--- src/rtl/elm_seq_pkg.sv ---
// Shared definitions for the ELM hidden-layer MAC sequencer: state encoding and width helper.
package elm_seq_pkg;

  typedef logic [2:0] state_t;

  localparam state_t ST_IDLE   = 3'd0;
  localparam state_t ST_CLEAR  = 3'd1;
  localparam state_t ST_ISSUE  = 3'd2;
  localparam state_t ST_DRAIN  = 3'd3;
  localparam state_t ST_OUTPUT = 3'd4;
  localparam state_t ST_DONE   = 3'd5;

  // Address/index width that stays at least one bit even for a single entry.
  function automatic int clog2_min1(input int n);
    return ($clog2(n) < 1) ? 1 : $clog2(n);
  endfunction

endpackage

--- src/rtl/elm_mac_sequencer_if.sv ---
// Datapath-side bus of the MAC sequencer: memory read addresses, accumulator strobes, result handshake.
interface elm_mac_sequencer_if #(
  parameter int N_IN  = 8,
  parameter int N_HID = 16
);
  localparam int XA_W = elm_seq_pkg::clog2_min1(N_IN);
  localparam int WA_W = elm_seq_pkg::clog2_min1(N_IN * N_HID);
  localparam int HA_W = elm_seq_pkg::clog2_min1(N_HID);

  logic            rd_en;
  logic [XA_W-1:0] x_addr;
  logic [WA_W-1:0] w_addr;
  logic            acc_clr;
  logic            acc_load;
  logic            out_valid;
  logic            out_ready;
  logic [HA_W-1:0] out_idx;

  modport master (
    output rd_en, x_addr, w_addr, acc_clr, acc_load, out_valid, out_idx,
    input  out_ready
  );

  modport slave (
    input  rd_en, x_addr, w_addr, acc_clr, acc_load, out_valid, out_idx,
    output out_ready
  );

endinterface

--- src/rtl/elm_valid_delay.sv ---
// Fixed-latency 1-bit valid pipe aligning the read strobe with the multiplier output.
module elm_valid_delay #(
  parameter int LAT = 2
) (
  input  logic clk,
  input  logic rst,
  input  logic flush_i,
  input  logic din_i,
  output logic dout_o
);

  logic [LAT-1:0] sh_q, sh_d;

  always_comb begin
    sh_d    = '0;
    sh_d[0] = din_i;
    for (int k = 1; k < LAT; k++) begin
      sh_d[k] = sh_q[k-1];
    end
  end

  // Flush drops every in-flight strobe so nothing lands after an abort.
  always_ff @(posedge clk or posedge rst) begin
    if (rst) begin
      sh_q <= '0;
    end else if (flush_i) begin
      sh_q <= '0;
    end else begin
      sh_q <= sh_d;
    end
  end

  assign dout_o = sh_q[LAT-1];

endmodule

--- src/rtl/elm_mac_sequencer.sv ---
// Sequences one hidden-layer MAC pass: clear, issue N_IN reads, drain the multiplier, hand off each neuron.
module elm_mac_sequencer
  import elm_seq_pkg::*;
#(
  parameter int N_IN    = 8,
  parameter int N_HID   = 16,
  parameter int MUL_LAT = 2
) (
  input  logic                clk,
  input  logic                rst,
  input  logic                start,
  input  logic                abort,
  output logic                busy,
  output logic                done,
  elm_mac_sequencer_if.master bus
);

  localparam int XA_W = clog2_min1(N_IN);
  localparam int WA_W = clog2_min1(N_IN * N_HID);
  localparam int HA_W = clog2_min1(N_HID);
  localparam int CW   = clog2_min1(MUL_LAT);

  state_t          state_q, state_d;
  logic [XA_W-1:0] i_q, i_d;
  logic [WA_W-1:0] w_q, w_d;
  logic [HA_W-1:0] j_q, j_d;
  logic [CW-1:0]   cnt_q, cnt_d;
  logic            rd_en_s;
  logic            acc_load_s;

  always_ff @(posedge clk or posedge rst) begin
    if (rst) begin
      state_q <= ST_IDLE;
      i_q     <= '0;
      w_q     <= '0;
      j_q     <= '0;
      cnt_q   <= '0;
    end else begin
      state_q <= state_d;
      i_q     <= i_d;
      w_q     <= w_d;
      j_q     <= j_d;
      cnt_q   <= cnt_d;
    end
  end

  // w_q is a running weight address: it walks j*N_IN+i across neurons without a multiplier.
  always_comb begin
    state_d = state_q;
    i_d     = i_q;
    w_d     = w_q;
    j_d     = j_q;
    cnt_d   = cnt_q;
    case (state_q)
      ST_IDLE: begin
        if (start) begin
          j_d     = '0;
          w_d     = '0;
          state_d = ST_CLEAR;
        end
      end
      ST_CLEAR: begin
        i_d     = '0;
        state_d = ST_ISSUE;
      end
      ST_ISSUE: begin
        w_d = w_q + 1'b1;
        if (i_q == XA_W'(N_IN - 1)) begin
          cnt_d   = '0;
          state_d = ST_DRAIN;
        end else begin
          i_d = i_q + 1'b1;
        end
      end
      ST_DRAIN: begin
        if (cnt_q == CW'(MUL_LAT - 1)) begin
          state_d = ST_OUTPUT;
        end else begin
          cnt_d = cnt_q + 1'b1;
        end
      end
      ST_OUTPUT: begin
        if (bus.out_ready) begin
          if (j_q == HA_W'(N_HID - 1)) begin
            state_d = ST_DONE;
          end else begin
            j_d     = j_q + 1'b1;
            state_d = ST_CLEAR;
          end
        end
      end
      ST_DONE: state_d = ST_IDLE;
      default: state_d = ST_IDLE;
    endcase
    if (abort && (state_q != ST_IDLE)) begin
      state_d = ST_IDLE;
    end
  end

  // Addresses and index are masked outside their phase so idle outputs read as zero.
  always_comb begin
    rd_en_s       = (state_q == ST_ISSUE);
    busy          = (state_q != ST_IDLE);
    done          = (state_q == ST_DONE);
    bus.rd_en     = rd_en_s;
    bus.x_addr    = rd_en_s ? i_q : '0;
    bus.w_addr    = rd_en_s ? w_q : '0;
    bus.acc_clr   = (state_q == ST_CLEAR);
    bus.acc_load  = acc_load_s;
    bus.out_valid = (state_q == ST_OUTPUT);
    bus.out_idx   = (state_q == ST_OUTPUT) ? j_q : '0;
  end

  elm_valid_delay #(
    .LAT (MUL_LAT)
  ) u_load_dly (
    .clk     (clk),
    .rst     (rst),
    .flush_i (abort),
    .din_i   (rd_en_s),
    .dout_o  (acc_load_s)
  );

endmodule

--- src/flat_wrapper.sv ---
// flat-port wrapper written by rule: the top's interface ports become plain ports
module elm_mac_sequencer_flat import elm_seq_pkg::*;
#(
  parameter int N_IN    = 8,
  parameter int N_HID   = 16,
  parameter int MUL_LAT = 2
)
  (clk, rst, start, abort, busy, done, bus_rd_en, bus_x_addr, bus_w_addr, bus_acc_clr, bus_acc_load, bus_out_valid, bus_out_idx, bus_out_ready);
  elm_mac_sequencer_if #(.N_IN(N_IN), .N_HID(N_HID)) bus_i ();
  input  logic clk;
  input  logic rst;
  input  logic start;
  input  logic abort;
  output logic busy;
  output logic done;
  output wire logic [$bits(bus_i.rd_en)-1:0] bus_rd_en;
  output wire logic [$bits(bus_i.x_addr)-1:0] bus_x_addr;
  output wire logic [$bits(bus_i.w_addr)-1:0] bus_w_addr;
  output wire logic [$bits(bus_i.acc_clr)-1:0] bus_acc_clr;
  output wire logic [$bits(bus_i.acc_load)-1:0] bus_acc_load;
  output wire logic [$bits(bus_i.out_valid)-1:0] bus_out_valid;
  output wire logic [$bits(bus_i.out_idx)-1:0] bus_out_idx;
  input wire logic [$bits(bus_i.out_ready)-1:0] bus_out_ready;
  assign bus_rd_en = bus_i.rd_en;
  assign bus_x_addr = bus_i.x_addr;
  assign bus_w_addr = bus_i.w_addr;
  assign bus_acc_clr = bus_i.acc_clr;
  assign bus_acc_load = bus_i.acc_load;
  assign bus_out_valid = bus_i.out_valid;
  assign bus_out_idx = bus_i.out_idx;
  assign bus_i.out_ready = bus_out_ready;
  elm_mac_sequencer #(.N_IN(N_IN), .N_HID(N_HID), .MUL_LAT(MUL_LAT)) u_core (.clk(clk), .rst(rst), .start(start), .abort(abort), .busy(busy), .done(done), .bus(bus_i));
endmodule
--- config.mk ---
export PLATFORM = sky130hd
export DESIGN_NAME = elm_mac_sequencer_flat
export DESIGN_NICKNAME = d
export VERILOG_FILES = /design/src/rtl/elm_seq_pkg.sv /design/src/rtl/elm_mac_sequencer_if.sv /design/src/rtl/elm_valid_delay.sv /design/src/rtl/elm_mac_sequencer.sv /design/src/flat_wrapper.sv
export SDC_FILE = /design/constraint.sdc
export NUM_CORES = 1
export LEC_CHECK = 0
export BUFFER_PORTS_ARGS = -buffer_cell sky130_fd_sc_hd__buf_2
export CELL_PAD_IN_SITES_DETAIL_PLACEMENT = 1
export CELL_PAD_IN_SITES_GLOBAL_PLACEMENT = 1
export CORE_ASPECT_RATIO = 1.1
export CORE_MARGIN = 5
export CORE_UTILIZATION = 39
export CTS_BUF_LIST = sky130_fd_sc_hd__clkbuf_8 sky130_fd_sc_hd__clkbuf_16
export DETAILED_ROUTE_END_ITERATION = 6
export PLACE_DENSITY_LB_ADDON = 0.1
export SLEW_MARGIN = 30
export SYNTH_ARGS = -nofsm -noshare
export SYNTH_HDL_FRONTEND = slang
export SYNTH_SLANG_ARGS = --single-unit
--- constraint.sdc ---
create_clock -name clk -period 1.8 [get_ports clk]
set_clock_uncertainty 0.1 [all_clocks]
set_input_delay 0.18 -clock clk [delete_from_list [all_inputs] [get_ports clk]]
set_output_delay 0.18 -clock clk [all_outputs]
set_load 0.05 [all_outputs]
# --- After elaboration in Yosys (flattened, before gate mapping) ---
# Index checks and enable logic that the tools add are counted.
totals:
  regBits: 20
  latch_bits: 0
  ram_bits: 0
  romBits: 0
  out_inout_bits: 20
  word_cells: 60
  mem_count: 0
classes:
  addsub: 4
  mul: 0
  div: 0
  order_cmp: 0
  n_eq_ne: 16
  shift: 0
  muxes: 22
  n_bitwise: 0
  reduce_logical: 12
ops:
  columns: ["operator", "n"]
  rows:
  - ["$mux W3", 8]
  - ["$mux W4", 4]
  - ["$pmux W3 S5", 1]
  - ["$mux W7", 2]
  - ["$pmux W7 S2", 1]
  - ["$eq A3 B3 Y1 const B", 3]
  - ["$ne A3 B1 Y1 const B", 3]
  - ["$pmux W4 S2", 1]
  - ["$reduce_and A4 Y1", 2]
  - ["$reduce_bool A2 Y1", 4]
  - ["$add A7 B1 Y7 const B", 1]
  - ["$eq A3 B2 Y1 const B", 2]
  - ["$ne A2 B2 Y1 const B", 3]
  - ["$pmux W3 S2", 1]
  - ["$reduce_and A2 Y1", 3]
  - ["$add A4 B1 Y4 const B", 1]
  - ["$eq A4 B4 Y1 const B", 1]
  - ["$ne A2 B1 Y1 const B", 2]
  - ["$add A3 B1 Y3 const B", 1]
  - ["$eq A3 B1 Y1 const B", 1]
  - ["$logic_not A3 Y1", 1]
  - ["$ne A3 B2 Y1 const B", 1]
  - ["$reduce_bool A3 Y1", 1]
  - ["$mux W1", 2]
  - ["4 further kinds", 4]

# --- Logic depth before layout (Yosys ltp) ---
# Gate-level depths: netlist of run 1.
depth:
  word_depth: 5
  mapped_depth: 6

# --- By module ---
# Synthesis of run 1 repeated with hierarchy kept, for this count alone.
hier_totals:
  hier_cells: 127
  hier_area_um2: 1232.4
modules_own_cells:
  columns: ["mod", "n_inst", "cells_each", "area_per_inst_um2"]
  rows:
  - ["elm_mac_sequencer", 1, 122, 1166.1]
  - ["elm_valid_delay", 1, 5, 66.3]

# --- Worst setup path before layout of run 1 ---
# No wires, ideal clock.
synth_path:
  kind: "flip-flop to flip-flop"
  from: "reg u_core.state_q[0]"
  to: "reg u_core.w_q[1]"
  arrival_time_ps: 1505
  required_ps: 1570
  setup_slack_ps: 65
  stages_incl_launch_ff: 5
  period_less_slack_ps: 1735
  path_cell_list: "dfrtp_1 -> buf_2 -> or3_1 -> nor2_1 -> o21ai_1"
synth_via:
  elab_chain_len: 3
synth_rtl:
  columns: ["item", "line", "source"]
  rows:
  - ["start: declaration", "elm_mac_sequencer.sv:23", "state_t state_q, state_d;"]
  - ["start signal: assignment", "elm_mac_sequencer.sv:39", "state_q <= state_d;"]
  - ["$eq A3 B2 Y1 or $logic_not A3 Y1 (tied branches)", "elm_mac_sequencer.sv:54", "case (state_q)"]
  - ["$reduce_bool A2 Y1 (no source line) or $ne A2 B2 Y1 (tied branches)", null, null]
  - ["$reduce_and A2 Y1 (no source line)", null, null]
  - ["end signal: assignment", "elm_mac_sequencer.sv:41", "w_q <= w_d;"]
  - ["end: declaration", "elm_mac_sequencer.sv:25", "logic [WA_W-1:0] w_q, w_d;"]
# Parallel ways exist; a longest one is shown, timed or not.
# A chain may end at the register's enable or synchronous reset.

# --- Worst setup path after layout of run 1 ---
layout_path:
  from: "reg u_core.state_q[1]"
  to: "out bus_out_idx[0]"
layout_via:
  elab_chain_len: 2
layout_rtl:
  columns: ["item", "line", "source"]
  rows:
  - ["$eq A3 B3 Y1", "elm_mac_sequencer.sv:111", "bus.out_idx = (state_q == ST_OUTPUT) ? j_q : '0;"]
  - ["$mux W4", "elm_mac_sequencer.sv:111", null]
  - ["end: declaration", "flat_wrapper.sv:22", "output wire logic [$bits(bus_i.out_idx)-1:0] bus_out_idx;"]
# No other way between the ends.

==> impl_metrics.csv, run 1 <==
group,metric,value,unit
final_layout,layout.cells.non_filler,195,
critical_path,critPathKind,"reg2out",
pwr,ir_worst_vdd,0.683,mV
grt,antenna_found_initial,0,
floorplanning,num_rows,20,
final_layout,fin_area,1490,sq um
timing,worst_slack,0.0532,ns
placed_design,hpwl,2260,um
placed_design,dp_slack,0.214,ns
run,maxCapViolCount,0,
clock_network,cts_max_level,1,
grt,grt_max_degree,21,
pwr,power_density,1330,nW/um^2
clock_network,clkSinkCount,20,
final_layout,final_cell_mix,"nand2_1, dfrtp_1, and3_1, buf_4, nand3_1",
timing,rsz0062_at_grt,"yes",
floorplanning,die_w,62.2,um
grt,grt_overflow,0,
detailed_routing,routedWlPerCell,15.5,um
grt,grt_pass1_vias,1103,
logic_synthesis,synth_edf_count,0,
logic_synthesis,syn_inst,131,
logic_synthesis,synthFlopType,"dfrtp_1",
logic_synthesis,yosys.area_share.xor_xnor,0.0150,
final_layout,drive_gt1_frac,0.278,
outcome,status,"complete, no violations",
placed_design,numPortBuffers,24,
detailed_routing,vias,1077,
floorplanning,initial_core_util,0.414,
detailed_routing,drt_iter0_drc,25,
detailed_routing,wl,3030,um
critical_path,cp.arrival,1.47,ns
critical_path,ff2ff_setup_slack,0.17,ns
placed_design,place.gp.congestion,0.809,
timing,tightest_slew,0.338,ns
floorplanning,ios,25,
critical_path,cp.required,1.52,ns
floorplanning,chipHeight,67.4,um
floorplanning,die_area,4200,sq um
clock_network,insertion_delay,0.26,ns
timing,slew_violations,0,
final_layout,utilization,0.528,
clock_network,clkTransAtPathRegs,0.08,ns
timing,setup_viol,0,
final_layout,syn_to_final_growth,27.6,%
clock_network,cts_made_buffers,3,
timing,maxSlewHeadroom,0.773,
critical_path,startpoint_type,"flop",
critical_path,rr_worst_depth,5,
logic_synthesis,yosysUniqueCellTypes,34,
detailed_routing,drc,0,
logic_synthesis,yosysWarnings,0,
logic_synthesis,synth-adder-area-share,0.0428,
logic_synthesis,synth_mux_area_frac,0.0439,
detailed_routing,firstDrtPassIters,4,
timing,finalSetupTns,0,ns
hold_path,worstHoldPathType,"in2reg",
logic_synthesis,synth_fp_nets,140,
clock_network,root_buffer,"clkbuf_8",
grt,grt_first_pass_wirelength,5160,um
logic_synthesis,ys_ff_latch,20,
pwr,p_leak,0.779,nW
final_layout,diodes,0,
timing,hold_viol,0,
logic_synthesis,synth_top_family_by_area,"simple AND/OR/NAND/NOR gates",
placed_design,post_dp_cell_area,1360,sq um
placed_design,dp_cells,189,
timing,period_share,0.970,
timing,fin_crit,1.75,ns
critical_path,path_max_fanout,9,
clock_network,cts_tree,"built",
floorplanning,core,2830,sq um
detailed_routing,vias_per_cell,5.52,
logic_synthesis,synth_simple_gate_area_share,0.344,
timing,fmax,572,MHz
logic_synthesis,avgSynthCellArea,8.93,sq um
logic_synthesis,synth_area,1170,sq um
detailed_routing,ant_nets,0,
critical_path,critPathCaptureType,"output pin",
logic_synthesis,synth_compound_area_frac,0.0866,
final_layout,finalNetCount,173,
logic_synthesis,ys_seq_area_frac,0.428,
final_layout,final_common_cell,"nand2_1",
grt,grt_usage,0.155,
logic_synthesis,async_flop_share,1.00,
hold_path,holdPathStages,2,
clock_network,cts_max_path_buffers,2,
## final cells by class
class	count	area, sq um
Timing Repair Buffer	35	264
Clock buffer	3	41.3
Multi-Input combinational cell	100	628
Fill cell	338	1340
Tap cell	33	41.3
Sequential cell	20	503
Inverter	4	15.0
## metal layers
metal  vias to the layer above  GRT usage  share of wire
li1                        527          -              -
met5                         -          0              0
met3                         4     0.0266          0.039
met4                         0     0.0650          0.013
met2                        20      0.303           0.52
met1                       526      0.165           0.43
## Yosys cell counts (all sizes together), types with 3 or more instances
master,n,area share
inv,4,0.013
buf,4,0.017
mux2i,4,0.034
clkbuf,3,0.0096
ha,4,0.043
nand3,11,0.047
nor2,7,0.043
dfrtp,20,0.43
o21ai,6,0.026
nand2,23,0.074
and3,17,0.091
## cell families (layout without fill, tap and decap cells)
kind of cell | Yosys count | count (layout)
AO/OA/AOI/OAI | 16 | 16
XOR/XNOR | 2 | 2
adder cells (fa/ha/maj) | 4 | 4
buffers and inverters | 11 | 42
flip-flops | 20 | 20
multiplexers | 5 | 5
AND/OR/NAND/NOR | 73 | 73
## power by group
part	switching, mW	internal (mW)	leakage, nW	total (mW)
combinational	0.617	0.379	0.494	0.996
clock	0.155	0.149	0.0216	0.305
sequential	0.131	0.556	0.264	0.687
## metrics by stage
step / hold WS, ns / power (mW)
floorplan: 0.0438 / 1.34
global placement: 0.121 / 1.57
detailed placement: 0.128 / 1.61
CTS: 0.0550 / 1.95
global route: 0.0677 / 2.14
finish: 0.0673 / 1.99
## worst max-delay path, cell delays in order (launching register included)
cell and delay (ns):
dfrtp_2 0.46, buf_4 0.18, nor2_4 0.20, and3_1 0.18, buf_4 0.19
## sequential cells by signal, summed over array words and instances, names as in the netlist
name / count
u_core.cnt_q: 1
u_core.u_load_dly.sh_q: 2
u_core.i_q: 3
u_core.w_q: 7
u_core.j_q: 4
u_core.state_q: 3
## final timing paths
check,startpoint,to
min in group asynchronous,rst,u_core.cnt_q
max reg2reg,u_core.i_q[0],u_core.state_q[0]
min reg2reg,u_core.u_load_dly.sh_q[0],u_core.u_load_dly.sh_q[1]
max in group asynchronous,rst,u_core.state_q[1]
min,abort,u_core.state_q[2]
max,u_core.state_q[1],bus_out_idx[0]
## what timing repair did
| action | 4_1_cts | 5_1_grt |
|---|---|---|
| setup endpoints to repair | 7 | 15 |
| buffers inserted | 0 | 2 |
| gates resized for setup | 10 | 15 |
| endpoints found under the hold margin | 20 | 0 |
| hold buffers | 1 | 0 |
| pin swaps | 0 | 1 |
Power figures use the tool's default switching activity.
==> run 2: changes to the inputs <==
- CORE_UTILIZATION: 39 -> 43
- GPL_TIMING_DRIVEN: default -> 0
- REMOVE_ABC_BUFFERS: default -> 1
- clock period: 1.8 -> 2.1 ns (I/O delays scaled with it)
==> run 2 against run 1 <==
Compared with the run above: the run now ends with negative hold slack left; cell area down 8.4%; total power is 18% lower; combinational power fell by 32%; final cell count down 6.2%; flip-flop and latch count unchanged; setup slack improved by 0.0033 ns; count of clock-buffer cells in the layout rose by 1; routed wire length decreased by 1.2%; global-route usage grew 1.6 points; die area fell by 7.9%; sequential power shrank 5.1%; sequential share of layout area is 3.3 points higher; largest cell class unchanged; highest routed layer unchanged.
==> impl_metrics.csv, run 2 (synthesized netlist as in run 1, its figures left out) <==
group,metric,value,unit
outcome,status,"finished, violations left",
outcome,violations,"negative hold slack",
critical_path,reg2reg_to,"u_core.w_q[4]",
timing,tightest_slew,0.782,ns
floorplanning,die_area,3860,sq um
grt,antenna_found_initial,0,
final_layout,drive_gt1_frac,0.243,
final_layout,syn_to_final_growth,16.9,%
detailed_routing,dr.max_layer_used,"met4",
critical_path,cp.required,1.79,ns
timing,finalSetupTns,0,ns
clock_network,clkTransAtPathRegs,0.08,ns
critical_path,path_cells,"or3b_2 > inv_1 > buf_2",
run,maxCapViolCount,0,
final_layout,final_common_cell,"buf_2",
detailed_routing,m1WireLength,1320,um
floorplanning,num_rows,19,
critical_path,cp.arrival,1.73,ns
final_layout,final_cell_mix,"buf_2, nand2_1, dfrtp_1, and3_1, nand3_1",
clock_network,cts_tree,"built",
critical_path,crit_cells,3,
final_layout,diodes,0,
critical_path,cp-endpoint,"bus_acc_clr",
timing,rsz0062_at_grt,"no",
pwr,power.total,1.63,mW
detailed_routing,wl_met3,101,um
final_layout,reg.largest.list,"u_core.w_q (7), u_core.j_q (4)",
critical_path,rr_worst_depth,3,
detailed_routing,drt_iter0_drc,47,
critical_path,critPathCaptureType,"output pin",
clock_network,cts_max_path_buffers,2,
critical_path,cpPeakStageDelay,0.62,ns
detailed_routing,wl_met2,1560,um
clock_network,clkSinkCount,20,
floorplanning,die_w,59.7,um
critical_path,startpoint,"u_core.state_q[0]",
detailed_routing,ant_nets,0,
floorplanning,chipHeight,64.7,um
clock_network,hold_buffers,0,
final_layout,largest_reg_flops,7,
hold_path,worstHoldPathType,"in2async",
pwr,p_leak,0.736,nW
critical_path,startpoint_type,"flop",
pwr,ir_worst_vdd,0.637,mV
grt,grt_max_degree,26,
grt,grt_first_pass_wirelength,5150,um
critical_path,crit_family,"flip-flops",
grt,grt_pass1_vias,1135,
timing,setup_viol,0,
detailed_routing,wl,3000,um
timing,maxSlewHeadroom,0.478,
timing,hold_viol,20,
final_layout,finalNetCount,162,
clock_network,cts_max_level,1,
timing,fmax,489,MHz
clock_network,insertion_delay,0.25,ns
clock_network,cts_setup_buffers,0,
detailed_routing,vias,1028,
timing,period_share,0.973,
critical_path,rr_startpoint,"u_core.state_q[1]",
critical_path,critPathKind,"reg2out",
final_layout,largest-register,"u_core.w_q",
floorplanning,initial_core_util,0.460,
detailed_routing,vias_per_cell,5.62,
critical_path,worstPathBufferInverterCount,2,
critical_path,cp_slowest_cell,"dfrtp_1",
placed_design,hpwl,2180,um
grt,grt_usage,0.171,
detailed_routing,routedWlPerCell,16.4,um
clock_network,cts_made_buffers,3,
placed_design,place.gp.congestion,0.746,
critical_path,path_max_fanout,11,
timing,fin_hold_ws,-0.0128,ns
critical_path,ff2ff_setup_slack,0.39,ns
detailed_routing,firstDrtPassIters,4,
pwr,power_density,1190,nW/um^2
detailed_routing,drc,0,
floorplanning,core,2540,sq um
floorplanning,ios,25,
timing,slew_violations,0,
placed_design,numPortBuffers,24,
timing,fin_crit,2.04,ns
grt,grt_overflow,0,
clock_network,root_buffer,"clkbuf_8",
final_layout,utilization,0.538,
==> run 2: cell types whose count changed in the layout (fill, tap and decap cells not counted) <==
cell,change
and2_1,+1
and2_4,-1
buf_2,+16
buf_4,-12
buf_6,-5
clkbuf_4,-9
clkbuf_8,+1
dfrtp_2,-1
dfrtp_4,+1
dlygate4sd3_1,-1
nor2_1,-1
nor2_4,+1
or3b_1,-1
or3b_2,+1
==> run 2: through the flow <==
stage               setup slack [ns]  cells  cell area, sq um
CTS                           0.0385    183              1370
global placement              0.0482    179              1300
finish                        0.0565    183              1370
detailed placement           -0.0111    179              1300
floorplan                      0.304    124              1140
global route                 0.00323    183              1370
==> run 2: area by class of cell <==
cell class                      count  area, sq um
Sequential cell                    20          505
Fill cell                         319         1180
Clock buffer                        4         55.1
Tap cell                           31         38.8
Inverter                            4         15.0
Multi-Input combinational cell    100          633
Timing Repair Buffer               24          120
==> run 2: timing repair <==
action	CTS	global route
gates resized for setup	5	1
pin swaps	0	0
endpoints found under the setup margin	13	2
==> run 2: worst min-delay path by stage <==
stage               cells past startpoint  startpoint  slack [ns]            end
floorplan                               1         rst        0.07   u_core.cnt_q
global placement                        2         rst        0.28  u_core.w_q[6]
detailed placement                      2         rst        0.30  u_core.w_q[6]
CTS                                     2         rst        0.02  u_core.w_q[6]
global route                            2         rst        0.07  u_core.w_q[6]
finish                                  2         rst       -0.01  u_core.w_q[6]
==> run 2: routing by layer <==
| metal | up-vias | GRT usage |
|---|---|---|
| met5 | - | 0 |
| met4 | 0 | 0.0582 |
| met3 | 2 | 0.0298 |
| met2 | 16 | 0.304 |
| met1 | 506 | 0.202 |
| li1 | 504 | - |
==> run 2: power breakdown <==
part           internal [mW]  switching (mW)
sequential             0.478           0.174
clock                  0.167           0.129
combinational          0.213           0.465
total                  0.858           0.768
==> run 3: changes to the inputs <==
--- a/config.mk
+++ b/config.mk
@@ -10,3 +10,3 @@
 export CELL_PAD_IN_SITES_GLOBAL_PLACEMENT = 1
-export CORE_ASPECT_RATIO = 1.1
+export CORE_ASPECT_RATIO = 0.5
 export CORE_MARGIN = 5
@@ -16,2 +16,3 @@
 export GPL_TIMING_DRIVEN = 0
+export MAX_ROUTING_LAYER = met4
 export PLACE_DENSITY_LB_ADDON = 0.1
==> constraint.sdc (replaced) <==
create_clock -name clk -period 2.1 [get_ports clk]
set_clock_uncertainty 0.1 [all_clocks]
set_input_delay 0.42 -clock clk [delete_from_list [all_inputs] [get_ports clk]]
set_output_delay 0.42 -clock clk [all_outputs]
set_load 0.05 [all_outputs]
==> run 3 against run 2 <==
Compared with the run above: via count grew 3.4%; critical path type unchanged; combinational power up 27%; largest cell class unchanged; total power rose by 9.8%; the run now ends clean; critical path depth unchanged; maximum frequency fell by 2.5%; worst hold slack gained 0.21 ns; register-to-register slack got worse by 0.02 ns; count of clock-buffer cells in the layout did not move; utilization rose by 3.2 points; cell area is 8.3% higher.
==> impl_metrics.csv, run 3 (synthesized netlist as in run 1, its figures left out) <==
group,metric,value,unit
run,maxCapViolCount,0,
critical_path,ff2ff_setup_slack,0.37,ns
floorplanning,initial_core_util,0.450,
timing,hold_viol,0,
placed_design,dp_cells,185,
timing,maxSlewHeadroom,0.471,
floorplanning,die_w,83.8,um
final_layout,utilization,0.569,
grt,antenna_found_initial,0,
final_layout,reg.largest.list,"u_core.w_q (7), u_core.j_q (4)",
final_layout,multiInputGateArea,647,sq um
placed_design,numPortBuffers,24,
detailed_routing,routedWlPerCell,15.1,um
clock_network,cts_max_path_buffers,2,
critical_path,rr_startpoint,"u_core.state_q[2]",
final_layout,fin_area,1480,sq um
final_layout,diodes,0,
detailed_routing,drt_iter0_drc,17,
timing,fin_hold_ws,0.196,ns
grt,grt_pass1_vias,983,
critical_path,path_cells,"or3b_4 > inv_2 > buf_6",
timing,setup_viol,0,
critical_path,startpoint_type,"flop",
final_layout,largest_reg_flops,7,
final_layout,layout.cells.non_filler,198,
final_layout,final_common_cell,"nand2_1",
critical_path,critPathKind,"reg2out",
floorplanning,chipHeight,46.9,um
floorplanning,core,2600,sq um
clock_network,cts_made_buffers,3,
grt,grt_max_degree,21,
critical_path,critPathCaptureType,"output pin",
timing,fin_crit,2.10,ns
detailed_routing,ant_nets,0,
clock_network,clkSinkCount,20,
critical_path,cpPeakStageDelay,0.59,ns
final_layout,final_cell_mix,"nand2_1, and3_1, buf_2, dfrtp_1, nand3_1",
critical_path,cp_slowest_cell,"dfrtp_4",
timing,tightest_slew,0.792,ns
final_layout,final-seq-area,509,sq um
floorplanning,ios,25,
final_layout,syn_to_final_growth,26.6,%
clock_network,root_buffer,"clkbuf_8",
pwr,power.total,1.79,mW
clock_network,hold_buffers,0,
timing,period_share,0.998,
critical_path,startpoint,"u_core.state_q[2]",
detailed_routing,drc,0,
pwr,p_leak,0.777,nW
clock_network,clkTransAtPathRegs,0.08,ns
detailed_routing,wl,3000,um
final_layout,fill_cells,319,
pwr,power_density,1210,nW/um^2
floorplanning,die_area,3930,sq um
pwr,ir_worst_vdd,0.549,mV
grt,grt_overflow,0,
placed_design,place.gp.congestion,0.763,
clock_network,insertion_delay,0.26,ns
timing,slew_violations,0,
final_layout,largest-register,"u_core.w_q",
final_layout,finalNetCount,171,
hold_path,worstHoldPathType,"in2async",
final_layout,drive_gt1_frac,0.298,
critical_path,path_max_fanout,19,
clock_network,cts_max_level,1,
floorplanning,num_rows,13,
grt,grt_usage,0.166,
critical_path,cp.arrival,1.58,ns
detailed_routing,firstDrtPassIters,4,
timing,rsz0062_at_grt,"yes",
clock_network,cts_tree,"built",
placed_design,post_dp_cell_area,1310,sq um
timing,fmax,477,MHz
detailed_routing,vias,1063,
placed_design,hpwl,1990,um
grt,grt_first_pass_wirelength,4880,um
detailed_routing,vias_per_cell,5.37,
outcome,status,"complete, no violations",
critical_path,cp.required,1.58,ns
-- run 3: critical path, delay by kind of cell, from the launching register on --
family | cells | cell delay [ns]
and+or+nand+nor | 1 | 0.48
buffers and inverters | 2 | 0.24
DFF | 1 | 0.59
-- run 3: report_power, final --
group	internal [mW]	switching [mW]
registers	0.481	0.147
clock network	0.167	0.131
logic	0.329	0.529
-- run 3: worst paths after layout --
path	endpoint	cells past startpoint
min reg2reg	u_core.u_load_dly.sh_q[1]	1
max	bus_rd_en	3
min	u_core.j_q[2]	2
min in group clk	u_core.state_q[2]	2
max reg2reg	u_core.i_q[0]	4
max in group asynchronous	u_core.state_q[1]	2
-- run 3: repair_timing --
| action | CTS | global route |
|---|---|---|
| pin swaps | 0 | 3 |
| buffers inserted | 3 | 5 |
| resized for setup | 12 | 9 |
| endpoints found under the setup margin | 18 | 17 |
| gates cloned | 0 | 1 |
-- run 3: per-stage QoR --
stage / setup slack, ns / TNS (ns)
after floorplan: 0.131 / 0
after global placement: -0.194 / -1.27
after detailed placement: -0.207 / -1.36
after CTS: -0.00909 / -0.00909
after global routing: -0.0489 / -0.102
final: 0.00491 / 0
-- run 3: metal layers --
layer  vias up  track usage  share of wire
met5         -            -              0
met4         0       0.0417         0.0057
met3         2       0.0508          0.045
met2        19        0.273           0.45
met1       512        0.206           0.50
li1        530            -              -
-- run 3: final cells by class --
class / count / share of cell area
Timing Repair Buffer: 32 / 0.141
Tap cell: 37 / 0.0313
Clock buffer: 4 / 0.0372
Multi-Input combinational cell: 101 / 0.437
Inverter: 4 / 0.0101
Sequential cell: 20 / 0.344
